$ cat config.mk
export PLATFORM = sky130hd
export DESIGN_NAME = sig_capture_unit
export DESIGN_NICKNAME = d
export VERILOG_FILES = /design/src/rtl/capture_pkg.sv /design/src/rtl/sync_fifo.sv /design/src/rtl/sig_capture_unit.sv
export SDC_FILE = /design/constraint.sdc
export NUM_CORES = 1
export LEC_CHECK = 0
export BUFFER_PORTS_ARGS = -buffer_cell sky130_fd_sc_hd__buf_4
export CAP_MARGIN = 20
export CORE_UTILIZATION = 34
export DETAILED_ROUTE_END_ITERATION = 12
export HOLD_SLACK_MARGIN = 0.05
export PLACE_DENSITY = 0.57
export SLEW_MARGIN = 0
export SYNTH_ARGS = -nofsm -noshare
export SYNTH_HDL_FRONTEND = slang
export SYNTH_SLANG_ARGS = --single-unit
$ cat constraint.sdc
create_clock -name clk -period 11.6 [get_ports clk]
set_input_delay 2.9 -clock clk [delete_from_list [all_inputs] [get_ports clk]]
set_output_delay 2.9 -clock clk [all_outputs]
set_load 0.05 [all_outputs]
$ cat src/rtl/capture_pkg.sv
// Shared types, default widths and helpers for the signal capture path.
package capture_pkg;

  localparam int unsigned DEF_WORD_W     = 32;
  localparam int unsigned DEF_CNT_W      = 16;
  localparam int unsigned DEF_ADDR_W     = 16;
  localparam int unsigned DEF_FIFO_DEPTH = 4;
  localparam int unsigned DEF_BITCNT_W   = $clog2(DEF_WORD_W) + 1;

  typedef enum logic [2:0] {
    IDLE,
    ARM,
    CAPTURE,
    DRAIN,
    DONE
  } cap_state_t;

  // Move the nbits most recent bits to the top of the word and zero-fill the LSBs.
  function automatic logic [DEF_WORD_W-1:0] left_align(
    input logic [DEF_WORD_W-1:0]   word,
    input logic [DEF_BITCNT_W-1:0] nbits
  );
    return word << (DEF_BITCNT_W'(DEF_WORD_W) - nbits);
  endfunction

endpackage

$ cat src/rtl/sync_fifo.sv
// Small synchronous FIFO; head word visible without a pop, push+pop allowed when full.
module sync_fifo #(
  parameter int unsigned WIDTH = 32,
  parameter int unsigned DEPTH = 4
) (
  input  logic                     clk,
  input  logic                     reset,
  input  logic                     clear,
  input  logic                     push,
  input  logic                     pop,
  input  logic [WIDTH-1:0]         wdata,
  output logic [WIDTH-1:0]         head_c,
  output logic                     full,
  output logic                     empty,
  output logic [$clog2(DEPTH):0]   count
);

  localparam int unsigned PTR_W = $clog2(DEPTH);
  localparam int unsigned CNT_W = PTR_W + 1;

  logic [WIDTH-1:0] mem [DEPTH];
  logic [PTR_W-1:0] wr_ptr;
  logic [PTR_W-1:0] rd_ptr;
  logic             do_push_c;
  logic             do_pop_c;
  logic [CNT_W-1:0] count_next_c;

  assign do_pop_c  = pop & ~empty;
  assign do_push_c = push & (~full | do_pop_c);
  assign head_c    = mem[rd_ptr];

  // Occupancy after this cycle's push/pop.
  always_comb begin
    count_next_c = count;
    case ({do_push_c, do_pop_c})
      2'b10:   count_next_c = count + CNT_W'(1);
      2'b01:   count_next_c = count - CNT_W'(1);
      default: count_next_c = count;
    endcase
  end

  // Storage, pointers and registered status flags.
  always_ff @(posedge clk or posedge reset) begin
    if (reset) begin
      for (int i = 0; i < int'(DEPTH); i++) mem[i] <= '0;
      wr_ptr <= '0;
      rd_ptr <= '0;
      count  <= '0;
      full   <= 1'b0;
      empty  <= 1'b1;
    end else if (clear) begin
      wr_ptr <= '0;
      rd_ptr <= '0;
      count  <= '0;
      full   <= 1'b0;
      empty  <= 1'b1;
    end else begin
      if (do_push_c) begin
        mem[wr_ptr] <= wdata;
        wr_ptr      <= wr_ptr + PTR_W'(1);
      end
      if (do_pop_c) rd_ptr <= rd_ptr + PTR_W'(1);
      count <= count_next_c;
      full  <= (count_next_c == CNT_W'(DEPTH));
      empty <= (count_next_c == '0);
    end
  end

endmodule

$ cat src/rtl/sig_capture_unit.sv
// Serial capture: packs strobed bits MSB-first into words and queues them for the BRAM write port.
module sig_capture_unit
  import capture_pkg::*;
#(
  parameter int unsigned WORD_W     = DEF_WORD_W,
  parameter int unsigned CNT_W      = DEF_CNT_W,
  parameter int unsigned ADDR_W     = DEF_ADDR_W,
  parameter int unsigned FIFO_DEPTH = DEF_FIFO_DEPTH
) (
  input  logic              clk,
  input  logic              reset,
  input  logic              enable,
  input  logic [ADDR_W-1:0] baseAddr,
  input  logic [CNT_W-1:0]  numWords,
  input  logic              bitStrobe,
  input  logic              dIn,
  input  logic              dEnable,
  output logic [WORD_W-1:0] writeData,
  output logic              writeValid,
  input  logic              writeAck,
  output logic [ADDR_W-1:0] writeAddr,
  output logic [CNT_W-1:0]  writeCount,
  output logic              writeReq,
  output logic              complete,
  output logic              partial,
  output logic              overflow
);

  localparam int unsigned BITCNT_W = $clog2(WORD_W) + 1;
  localparam int unsigned LAST_BIT = WORD_W - 1;
  localparam int unsigned FCNT_W   = $clog2(FIFO_DEPTH) + 1;

  cap_state_t          state;
  cap_state_t          next_state;
  logic [ADDR_W-1:0]   base_addr;
  logic [CNT_W-1:0]    num_words;
  logic [WORD_W-1:0]   shift_q;
  logic [BITCNT_W-1:0] bit_cnt;
  logic [CNT_W-1:0]    push_cnt;
  logic [CNT_W-1:0]    pop_cnt;
  logic                partial_q;
  logic                overflow_q;

  logic                arm_c;
  logic                flush_c;
  logic                shift_en_c;
  logic                push_c;
  logic                pop_c;
  logic                set_partial_c;
  logic [WORD_W-1:0]   shifted_c;
  logic [WORD_W-1:0]   push_data_c;
  logic                bit_in_c;
  logic                frame_end_c;

  logic                fifo_full;
  logic                fifo_empty;
  logic [FCNT_W-1:0]   fifo_count;
  logic                unused_fifo_count;
  logic [CNT_W-1:0]    addr_sum;

  assign bit_in_c    = bitStrobe & dEnable;
  assign frame_end_c = bitStrobe & ~dEnable;
  assign shifted_c   = {shift_q[WORD_W-2:0], dIn};
  assign pop_c       = writeAck & ~fifo_empty & ~flush_c;

  // State register.
  always_ff @(posedge clk or posedge reset) begin
    if (reset) state <= IDLE;
    else       state <= next_state;
  end

  // Next state and per-cycle datapath controls.
  always_comb begin
    next_state    = state;
    arm_c         = 1'b0;
    flush_c       = 1'b0;
    shift_en_c    = 1'b0;
    push_c        = 1'b0;
    set_partial_c = 1'b0;
    push_data_c   = shifted_c;
    case (state)
      IDLE: begin
        if (enable) begin
          arm_c      = 1'b1;
          flush_c    = 1'b1;
          next_state = (numWords == '0) ? DONE : ARM;
        end
      end
      ARM: begin
        if (!enable) begin
          flush_c    = 1'b1;
          next_state = IDLE;
        end else if (bit_in_c) begin
          shift_en_c = 1'b1;
          next_state = CAPTURE;
        end
      end
      CAPTURE: begin
        if (!enable) begin
          flush_c    = 1'b1;
          next_state = IDLE;
        end else if (bit_in_c) begin
          shift_en_c = 1'b1;
          if (bit_cnt == BITCNT_W'(LAST_BIT)) begin
            push_c = 1'b1;
            if ((push_cnt + CNT_W'(1)) == num_words) next_state = DRAIN;
          end
        end else if (frame_end_c) begin
          if (bit_cnt != '0) begin
            push_c        = 1'b1;
            set_partial_c = 1'b1;
            push_data_c   = WORD_W'(left_align(DEF_WORD_W'(shift_q), DEF_BITCNT_W'(bit_cnt)));
          end
          next_state = DRAIN;
        end
      end
      DRAIN: begin
        if (!enable) begin
          flush_c    = 1'b1;
          next_state = IDLE;
        end else if (fifo_empty) begin
          next_state = DONE;
        end
      end
      DONE: begin
        if (!enable) next_state = IDLE;
      end
      default: next_state = IDLE;
    endcase
  end

  // Capture datapath: latched setup, shift register, counters and sticky flags.
  always_ff @(posedge clk or posedge reset) begin
    if (reset) begin
      base_addr  <= '0;
      num_words  <= '0;
      shift_q    <= '0;
      bit_cnt    <= '0;
      push_cnt   <= '0;
      pop_cnt    <= '0;
      partial_q  <= 1'b0;
      overflow_q <= 1'b0;
    end else begin
      if (arm_c) begin
        base_addr  <= baseAddr;
        num_words  <= numWords;
        shift_q    <= '0;
        bit_cnt    <= '0;
        push_cnt   <= '0;
        pop_cnt    <= '0;
        partial_q  <= 1'b0;
        overflow_q <= 1'b0;
      end
      if (shift_en_c) begin
        shift_q <= shifted_c;
        bit_cnt <= (bit_cnt == BITCNT_W'(LAST_BIT)) ? '0 : bit_cnt + BITCNT_W'(1);
      end
      if (push_c) begin
        push_cnt <= push_cnt + CNT_W'(1);
        if (fifo_full && !pop_c) overflow_q <= 1'b1;
      end
      if (set_partial_c) partial_q <= 1'b1;
      if (pop_c)         pop_cnt   <= pop_cnt + CNT_W'(1);
    end
  end

  sync_fifo #(
    .WIDTH (WORD_W),
    .DEPTH (FIFO_DEPTH)
  ) u_fifo (
    .clk    (clk),
    .reset  (reset),
    .clear  (flush_c),
    .push   (push_c),
    .pop    (pop_c),
    .wdata  (push_data_c),
    .head_c (writeData),
    .full   (fifo_full),
    .empty  (fifo_empty),
    .count  (fifo_count)
  );

  assign unused_fifo_count = ^fifo_count;

  // Address of the head word wraps within the BRAM address space.
  assign addr_sum   = CNT_W'(base_addr) + pop_cnt;
  assign writeAddr  = ADDR_W'(addr_sum);
  assign writeValid = ~fifo_empty;
  assign writeCount = push_cnt;
  assign writeReq   = (state == CAPTURE) || ((state == DRAIN) && !fifo_empty);
  assign complete   = (state == DONE);
  assign partial    = partial_q;
  assign overflow   = overflow_q;

endmodule

==> results of run 1 <==
sequential cells by signal (all words and copies together), names as in the netlist, 3 cells and up:
name / count
state: 3
pop_cnt: 16
num_words: 16
base_addr: 16
writeCount: 16
bit_cnt: 6
shift_q: 32
u_fifo.count: 3
u_fifo.mem: 128
through the flow:
| step | hold slack (ps) | worst slack (ps) | power [mW] |
|---|---|---|---|
| after global placement | 456 | 6040 | 1.90 |
| after global routing | 500 | 5160 | 2.98 |
| after CTS | 479 | 5470 | 2.85 |
| after floorplan | 445 | 2000 | 1.70 |
| after detailed placement | 466 | 6080 | 1.91 |
| final | 475 | 5520 | 2.82 |
routing by layer:
metal | track usage | up-vias | part of all wire
met1 | 0.243 | 5127 | 0.48
met3 | 0.0249 | 55 | 0.046
met4 | 0.0430 | 0 | 0.022
met5 | 0 | - | 0
li1 | - | 5008 | -
met2 | 0.268 | 261 | 0.46
how the worst min path moves through the flow:
stage	startpoint	end	slack, ps	depth (start not counted)
after global routing	u_fifo.mem[18]$_DFFE_PP0P_	u_fifo.mem[18]$_DFFE_PP0P_	500	2
final	u_fifo.mem[74]$_DFFE_PP0P_	u_fifo.mem[74]$_DFFE_PP0P_	470	2
after CTS	u_fifo.mem[45]$_DFFE_PP0P_	u_fifo.mem[45]$_DFFE_PP0P_	480	2
after floorplan	u_fifo.mem[36]$_DFFE_PP0P_	u_fifo.mem[36]$_DFFE_PP0P_	440	2
after global placement	u_fifo.mem[70]$_DFFE_PP0P_	u_fifo.mem[70]$_DFFE_PP0P_	460	2
after detailed placement	u_fifo.mem[45]$_DFFE_PP0P_	u_fifo.mem[45]$_DFFE_PP0P_	470	2
worst max-delay path, stage by stage, from the launching register on:
cell and delay [ps]:
dfrtp_1 430, ha_1 220, inv_1 60, fa_1 400, nor2b_1 120, o21ai_0 90
a21boi_0 370, o211ai_1 210, a31oi_1 290, nand4_1 130, o211ai_1 100, buf_4 220
where the power goes:
| group | internal, mW | leakage [nW] | switching (mW) |
|---|---|---|---|
| Clock | 0.566 | 0.478 | 0.358 |
| Combinational | 0.332 | 3.35 | 0.558 |
| Sequential | 0.917 | 3.35 | 0.0904 |
| Total | 1.82 | 7.17 | 1.01 |
cell families (layout without fill, tap and decap cells):
family	Yosys count	count (layout)	synth area share
adder cells (fa/ha/maj)	26	26	0.0246
flip-flops	244	244	0.442
XOR/XNOR	49	49	0.0322
multiplexers	155	155	0.180
AND/OR/NAND/NOR	493	493	0.162
AO/OA/AOI/OAI	279	279	0.125
buffers and inverters	106	199	0.0342
Yosys cell counts, types with 15 or more instances:
library cell / count
o21ai_0: 144
ha_1: 24
nor2_1: 40
xor2_1: 15
mux2i_1: 37
dfrtp_1: 243
xnor2_1: 32
mux4_2: 55
inv_1: 24
nand2_1: 325
clkbuf_1: 49
o21ai_1: 16
nand3_1: 20
mux2_2: 46
nor3_1: 17
a21oi_1: 22
layout make-up:
type	instances	area, um^2	share of cell area
clock inverters	7	121	0.00753
clock buffers	43	847	0.0525
inverters	24	97.6	0.00605
well taps	525	657	0.0407
multi-input cells	1002	7280	0.452
flip-flops and latches	244	6110	0.379
repair buffers	125	1010	0.0625
==> results.sh, run 1 <==
export IMPL_initial_core_util=0.346
export IMPL_wl_per_cell_um=17.5
export IMPL_worstSetupStartpoint="pop_cnt[0]$_DFFE_PP0P_"
export IMPL_clock_sinks=244
export IMPL_final_util=0.404
export IMPL_synth_seq_cells=244
export IMPL_ys_warnings_count=0
export IMPL_cts_buffers=28
export IMPL_synth_area_leader_cell="dfrtp_1"
export IMPL_num_nets_final=1490
export IMPL_clk_latency_ps=550
export IMPL_rr_startpoint="bit_cnt[0]$_DFFE_PP0P_"
export IMPL_tightest_slew_ps=990
export IMPL_synthArstFlopShare=1.00
export IMPL_clk_pin_slew_ps=60
export IMPL_skew_ps=9.33
export IMPL_vias=10500
export IMPL_ys_flop_type="dfrtp_1"
export IMPL_finalSetupViolCount=0
export IMPL_status="finished, final reports clean"
export IMPL_dp_hpwl_mm=23.1
export IMPL_fin_setup_tns_ps=0
export IMPL_crit_fanout=6
export IMPL_diodes=0
export IMPL_reg2reg_to="u_fifo.mem[59]$_DFFE_PP0P_"
export IMPL_required_ps=8700
export IMPL_vias_per_cell=5.31
export IMPL_syn_num_nets=1417
export IMPL_final_max_slew_viol_count=0
export IMPL_routabilityCongestion=0.864
export IMPL_max_clock_path_buffers=3
export IMPL_finish_instance_area_um2=16100
export IMPL_grt_pass1_wl_mm=56.8
export IMPL_syn_area_per_cell_um2=10.2
export IMPL_holdBufCountCts=0
export IMPL_fill_cells=3895
export IMPL_synth_edff_count=0
export IMPL_syn2layout_area_growth_pct=16.7
export IMPL_yosysSeqAreaShare=0.442
export IMPL_drt_total_wl_mm=34.5
export IMPL_first_global_vias=10200
export IMPL_io_pins=108
export IMPL_cp_end_kind="primary output"
export IMPL_rsz0062_at_grt="false"
export IMPL_p_per_area_nw_per_um2=175
export IMPL_critPathKind="register to primary output"
export IMPL_synthCells=1352
export IMPL_dp_cells=1915
export IMPL_antenna_found_initial=0
export IMPL_slew_limit_headroom=0.340
export IMPL_synth_area_leaders="dfrtp_1, mux4_2, nand2_1, o21ai_0, mux2_2"
export IMPL_drive_above_1_share=0.224
export IMPL_ant_nets=0
export IMPL_grt_max_degree=93
export IMPL_cellLeakagePower_nw=7.17
export IMPL_drtPass1Iterations=5
export IMPL_hold_class="register to register"
export IMPL_die_area_um2=41400
export IMPL_grtUsageTotal=0.169
export IMPL_min_period_ps=6080
export IMPL_peakVddDrop_v=0.000180
export IMPL_final_common_cell="nand2_1"
export IMPL_fp_row_count=73
export IMPL_final_cell_mix="nand2_1, dfrtp_1, o21ai_0, buf_4, mux4_2"
export IMPL_cts_setup_buffers=0
export IMPL_dieWidth_um=204
export IMPL_dpl_cell_area_um2=15000
export IMPL_port_buffers=107
export IMPL_die_h_um=204
export IMPL_synth_top_cell_area_share=0.440
export IMPL_synth_cell_type_count=82
export IMPL_cts_htree_levels=1
export IMPL_synth_area_um2=13800
export IMPL_fmax_ghz=0.164
export IMPL_grt_overflow_total=0
export IMPL_regToRegSetupSlack_ps=7530
export IMPL_cts_tree="yes"
export IMPL_ctsResizeCount=0
export IMPL_coreArea_um2=39900
export IMPL_crit_arrival_ps=3180
export IMPL_final_instance_count_excl_fill=1970
export IMPL_cp_start_kind="register"
export IMPL_drtIter0Drc=703
export IMPL_r2r_cells=9
export IMPL_max_cap_viol_count=0
export IMPL_clock_root_buffer="clkbuf_16"
export IMPL_hold_violations=0
export IMPL_drc=0
export IMPL_crit_path_end="writeAddr[14]"
export IMPL_post_route_period_util=0.525
Power figures use the tool's default switching activity.
==> inputs of run 2 (changes only) <==
ABC_AREA = 1   (was default)
clock period = 5.8 ns   (was 11.6 ns; I/O delays follow)
==> results.sh, run 2 <==
export IMPL_status="finished, final reports clean"
export IMPL_drtPass1Iterations=5
export IMPL_slew_limit_headroom=0.505
export IMPL_synth_cell_type_count=55
export IMPL_power_share_combinational=0.347
export IMPL_synthArstFlopShare=1.00
export IMPL_vias_per_cell=5.09
export IMPL_drive_above_1_share=0.114
export IMPL_clock_sinks=244
export IMPL_holdBufCountCts=0
export IMPL_hold_violations=0
export IMPL_final_common_cell="nand2_1"
export IMPL_p_int_mw=3.58
export IMPL_clock_root_buffer="clkbuf_16"
export IMPL_max_clock_path_buffers=3
export IMPL_required_ps=4350
export IMPL_die_h_um=203
export IMPL_max_cap_viol_count=0
export IMPL_synth_area_leaders="dfrtp_1, nand2_1, o21ai_0, o22ai_1, nor2_1"
export IMPL_p_sw_mw=2.24
export IMPL_grt_max_degree=96
export IMPL_critical_path_most_common_cell="nand2_1"
export IMPL_synthCells=1815
export IMPL_cts_tree="yes"
export IMPL_final_util=0.397
export IMPL_rsz0062_at_grt="false"
export IMPL_synth_seq_cells=244
export IMPL_cts_setup_buffers=0
export IMPL_fin_setup_tns_ps=0
export IMPL_die_area_um2=41000
export IMPL_fp_row_count=73
export IMPL_post_place_ws_ps=1550
export IMPL_num_nets_final=1948
export IMPL_slowest_delay_ps=430
export IMPL_final_max_slew_viol_count=0
export IMPL_diodes=0
export IMPL_grtUsageTotal=0.195
export IMPL_first_global_vias=12000
export IMPL_drt_total_wl_mm=39.8
export IMPL_top_regs="u_fifo.mem: 128 flops, shift_q: 32 flops"
export IMPL_routabilityCongestion=0.909
export IMPL_cp_start_kind="register"
export IMPL_synth_area_leader_cell="dfrtp_1"
export IMPL_min_period_ps=4490
export IMPL_p_per_area_nw_per_um2=369
export IMPL_synth_most_common_cell="nand2_1"
export IMPL_coreArea_um2=39700
export IMPL_hold_class="register to register"
export IMPL_drtIter0Drc=798
export IMPL_tightest_slew_ps=743
export IMPL_yosysSeqAreaShare=0.447
export IMPL_cp_end_kind="primary output"
export IMPL_ant_nets=0
export IMPL_synth_top_cell_area_share=0.445
export IMPL_netlist_top_cells_count="nand2_1, dfrtp_1, o21ai_0"
export IMPL_regToRegSetupSlack_ps=2260
export IMPL_skew_ps=26.3
export IMPL_fmax_ghz=0.223
export IMPL_peakVddDrop_v=0.000185
export IMPL_wl_per_cell_um=16.4
export IMPL_ys_flop_type="dfrtp_1"
export IMPL_syn_num_nets=1880
export IMPL_top_register="u_fifo.mem"
export IMPL_final_cell_mix="nand2_1, dfrtp_1, o21ai_0, nor2_1, buf_4"
export IMPL_critPathSlowestCell="dfrtp_1"
export IMPL_grt_pass1_wl_mm=64.7
export IMPL_largest_register_ffs=128
export IMPL_finalWorstSetupSlack_ps=1310
export IMPL_p_seq_frac=0.336
export IMPL_path_buf_inv=1
export IMPL_ys_warnings_count=0
export IMPL_ctsResizeCount=0
export IMPL_crit_arrival_ps=3040
export IMPL_io_pins=108
export IMPL_cts_buffers=29
export IMPL_initial_core_util=0.344
export IMPL_syn2layout_area_growth_pct=15.2
export IMPL_port_buffers=107
export IMPL_synth_area_um2=13700
export IMPL_swShare=0.385
export IMPL_cp_top_family="compound AO/OA/AOI/OAI gates"
export IMPL_finalSetupViolCount=0
export IMPL_antenna_found_initial=0
export IMPL_dieWidth_um=203
export IMPL_dp_hpwl_mm=26.2
export IMPL_vias=12300
export IMPL_cellLeakagePower_nw=8.15
export IMPL_synth_edff_count=0
export IMPL_grt_overflow_total=0
export IMPL_cts_htree_levels=1
export IMPL_clk_latency_ps=570
export IMPL_clkPwrFrac=0.316
export IMPL_crit_fanout=5
export IMPL_post_route_period_util=0.774
export IMPL_clk_pin_slew_ps=60
export IMPL_critPathKind="register to primary output"
export IMPL_syn_area_per_cell_um2=7.53
export IMPL_cp_cell_sequence="ha_1, nand3_1, nand2_1, a21oi_1, o21ai_0, a21boi_0, o21ai_0, nand2_1, nand2_1, nand2_1, nand2_1, buf_4"
export IMPL_drc=0
[run 2: cells by family (layout without fill, tap and decap cells)]
kind of cell / count (synthesis) / after routing / synth area share
AO/OA/AOI/OAI: 330 / 330 / 0.140
XOR/XNOR: 27 / 27 / 0.0178
adder cells (fa/ha/maj): 26 / 26 / 0.0249
buffers and inverters: 221 / 308 / 0.0724
flip-flops: 244 / 244 / 0.447
multiplexers: 32 / 32 / 0.0234
AND/OR/NAND/NOR: 935 / 935 / 0.274
[run 2: area by class of cell]
type                            count  area (um^2)
Multi-Input combinational cell   1350         6570
Inverter                          136          519
Sequential cell                   244         6110
Clock inverter                      6         86.3
Fill cell                        4151        24000
Tap cell                          525          657
Clock buffer                       44          882
Timing Repair Buffer              122          928
[run 2: power groups by stage]
stage | logic (mW) | clock network [mW] | registers, mW
final | 2.02 | 1.84 | 1.96
after global routing | 2.22 | 1.97 | 1.97
after CTS | 2.02 | 1.89 | 1.96
after detailed placement | 2.01 | 0 | 1.98
after global placement | 2.01 | 0 | 1.98
after floorplan | 1.55 | 0 | 1.96
[run 2: metrics by stage]
step / instance area, um^2 / power [mW] / hold WS, ps / instances
finish: 15800 / 5.82 / 474 / 2427
global route: 15800 / 6.16 / 492 / 2427
CTS: 15800 / 5.87 / 477 / 2427
detailed placement: 14800 / 4.00 / 460 / 2377
global placement: 14800 / 3.99 / 457 / 2377
floorplan: 13700 / 3.51 / 444 / 1815
[run 2: final timing paths]
kind | start | to | depth (start not counted)
setup / recovery | pop_cnt[2]$_DFFE_PP0P_ | writeAddr[13] | 12
hold reg to reg | u_fifo.mem[83]$_DFFE_PP0P_ | u_fifo.mem[83]$_DFFE_PP0P_ | 2
hold / removal | u_fifo.mem[83]$_DFFE_PP0P_ | u_fifo.mem[83]$_DFFE_PP0P_ | 2
max in group asynchronous | reset | u_fifo.mem[2]$_DFFE_PP0P_ | 3
min in group asynchronous | reset | base_addr[8]$_DFFE_PP0P_ | 2
setup reg to reg | bit_cnt[0]$_DFFE_PP0P_ | u_fifo.mem[104]$_DFFE_PP0P_ | 14
[run 2: per-layer routing]
metal	share of wire	vias up	track usage
met3	0.056	59	0.0222
li1	-	6051	-
met2	0.46	376	0.317
met5	0	-	0
met1	0.46	5861	0.273
met4	0.025	0	0.0580
[run 2: tightest hold or removal path, cell delays in order (launching register included)]
cell,delay (ps)
dfrtp_1,340
nand2_1,50
nand2_1,50
==> inputs of run 3 (changes only) <==
clock period = 4.3 ns   (was 5.8 ns; I/O delays follow)
==> results.sh, run 3 (synthesis results as in run 2) <==
export IMPL_coreArea_um2=39700
export IMPL_regToRegSetupSlack_ps=1070
export IMPL_critical_path_most_common_cell="nand2_1"
export IMPL_drt_total_wl_mm=39.9
export IMPL_grt_pass1_wl_mm=65.4
export IMPL_status="finished, final reports clean"
export IMPL_top_register="u_fifo.mem"
export IMPL_post_route_period_util=0.956
export IMPL_io_pins=108
export IMPL_finalSetupViolCount=0
export IMPL_cts_buffers=29
export IMPL_fmax_ghz=0.243
export IMPL_reg2reg_to="u_fifo.mem[119]$_DFFE_PP0P_"
export IMPL_p_per_area_nw_per_um2=492
export IMPL_crit_arrival_ps=3040
export IMPL_top_regs="u_fifo.mem: 128 flops, shift_q: 32 flops"
export IMPL_drtIter0Drc=738
export IMPL_final_max_slew_viol_count=0
export IMPL_skew_ps=21.7
export IMPL_num_nets_final=1952
export IMPL_dp_hpwl_mm=26.4
export IMPL_grtUsageTotal=0.196
export IMPL_highest_layer="met4"
export IMPL_rsz0062_at_grt="false"
export IMPL_cts_tree="yes"
export IMPL_wl_met1_mm=18.4
export IMPL_cts_setup_buffers=0
export IMPL_cts_htree_levels=1
export IMPL_crit_fanout=5
export IMPL_met2_wirelength_mm=19.0
export IMPL_routabilityCongestion=0.919
export IMPL_hold_class="input pin to asynchronous set/reset pin"
export IMPL_wl_per_cell_um=16.4
export IMPL_ctsResizeCount=0
export IMPL_crit_path_end="writeAddr[13]"
export IMPL_initial_core_util=0.344
export IMPL_dieWidth_um=203
export IMPL_diodes=0
export IMPL_cp_start_kind="register"
export IMPL_critPathSlowestCell="dfrtp_1"
export IMPL_hold_slack_ps=417
export IMPL_die_h_um=203
export IMPL_wl_met3_mm=1.90
export IMPL_antenna_found_initial=0
export IMPL_slowest_delay_ps=420
export IMPL_min_period_ps=4110
export IMPL_drc=0
export IMPL_cp_depth=12
export IMPL_final_common_cell="nand2_1"
export IMPL_syn2layout_area_growth_pct=15.2
export IMPL_drive_above_1_share=0.117
export IMPL_clk_pin_slew_ps=60
export IMPL_grt_max_degree=107
export IMPL_slew_limit_headroom=0.300
export IMPL_tightest_slew_ps=1050
export IMPL_clock_root_buffer="clkbuf_16"
export IMPL_ant_nets=0
export IMPL_vias=12300
export IMPL_path_buf_inv=1
export IMPL_peakVddDrop_v=0.000260
export IMPL_fin_setup_tns_ps=0
export IMPL_rr_startpoint="bit_cnt[0]$_DFFE_PP0P_"
export IMPL_clock_sinks=244
export IMPL_holdBufCountCts=0
export IMPL_final_cell_mix="nand2_1, dfrtp_1, o21ai_0, nor2_1, buf_4"
export IMPL_first_global_vias=12200
export IMPL_cellLeakagePower_nw=8.16
export IMPL_cp_cell_sequence="ha_1, nand3_1, nand2_1, a21oi_1, o21ai_0, a21boi_0, o21ai_0, nand2_1, nand2_1, nand2_1, nand2_1, buf_4"
export IMPL_fp_row_count=73
export IMPL_hold_violations=0
export IMPL_critPathKind="register to primary output"
export IMPL_r2r_cells=12
export IMPL_largest_register_ffs=128
export IMPL_worstSetupStartpoint="pop_cnt[2]$_DFFE_PP0P_"
export IMPL_drtPass1Iterations=5
export IMPL_total_power_mw=7.75
export IMPL_clk_latency_ps=580
export IMPL_cp_top_family="compound AO/OA/AOI/OAI gates"
export IMPL_cp_end_kind="primary output"
export IMPL_die_area_um2=41000
export IMPL_max_clock_path_buffers=3
export IMPL_port_buffers=107
export IMPL_required_ps=3220
export IMPL_fill_cells=4115
export IMPL_max_cap_viol_count=0
export IMPL_grt_overflow_total=0
export IMPL_vias_per_cell=5.06
run 3: how the worst min path moves through the flow:
stage,to,cells past startpoint
6_report,bit_cnt[5]$_DFFE_PP0P_,2
5_1_grt,bit_cnt[5]$_DFFE_PP0P_,2
4_1_cts,bit_cnt[5]$_DFFE_PP0P_,2
3_5_place_dp,u_fifo.mem[82]$_DFFE_PP0P_,2
3_3_place_gp,u_fifo.mem[48]$_DFFE_PP0P_,2
2_1_floorplan,u_fifo.mem[51]$_DFFE_PP0P_,2
run 3: area by class of cell:
| type | count | area [um^2] | share of cell area |
|---|---|---|---|
| multi-input combinational | 1350 | 6570 | 0.417 |
| sequential | 244 | 6110 | 0.388 |
| timing repair buffer | 126 | 971 | 0.0616 |
| clock buffer | 41 | 841 | 0.0534 |
| tap | 525 | 657 | 0.0417 |
| inverter | 136 | 519 | 0.0330 |
| clock inverter | 13 | 82.6 | 0.00524 |
run 3: power breakdown:
| part | leakage (nW) | total (mW) | switching, mW | internal, mW |
|---|---|---|---|---|
| registers | 3.35 | 2.64 | 0.137 | 2.50 |
| clock network | 0.467 | 2.38 | 1.01 | 1.36 |
| logic | 4.34 | 2.74 | 1.92 | 0.817 |
run 3: metrics by stage:
step / cell area [um^2] / instances / setup slack [ps] / util
2_1_floorplan: 13700 / 1815 / 22.0 / -
3_3_place_gp: 14800 / 2381 / 818 / 0.373
3_5_place_dp: 14800 / 2381 / 787 / 0.373
4_1_cts: 15800 / 2435 / 170 / 0.396
5_1_grt: 15800 / 2435 / 4.61 / 0.396
6_report: 15800 / 2435 / 189 / 0.396
run 3: routing by layer:
metal / global-route usage / vias up
li1: - / 6045
met1: 0.272 / 5929
met2: 0.326 / 288
met4: 0.0497 / 0
met5: 0 / -
met3: 0.0225 / 50
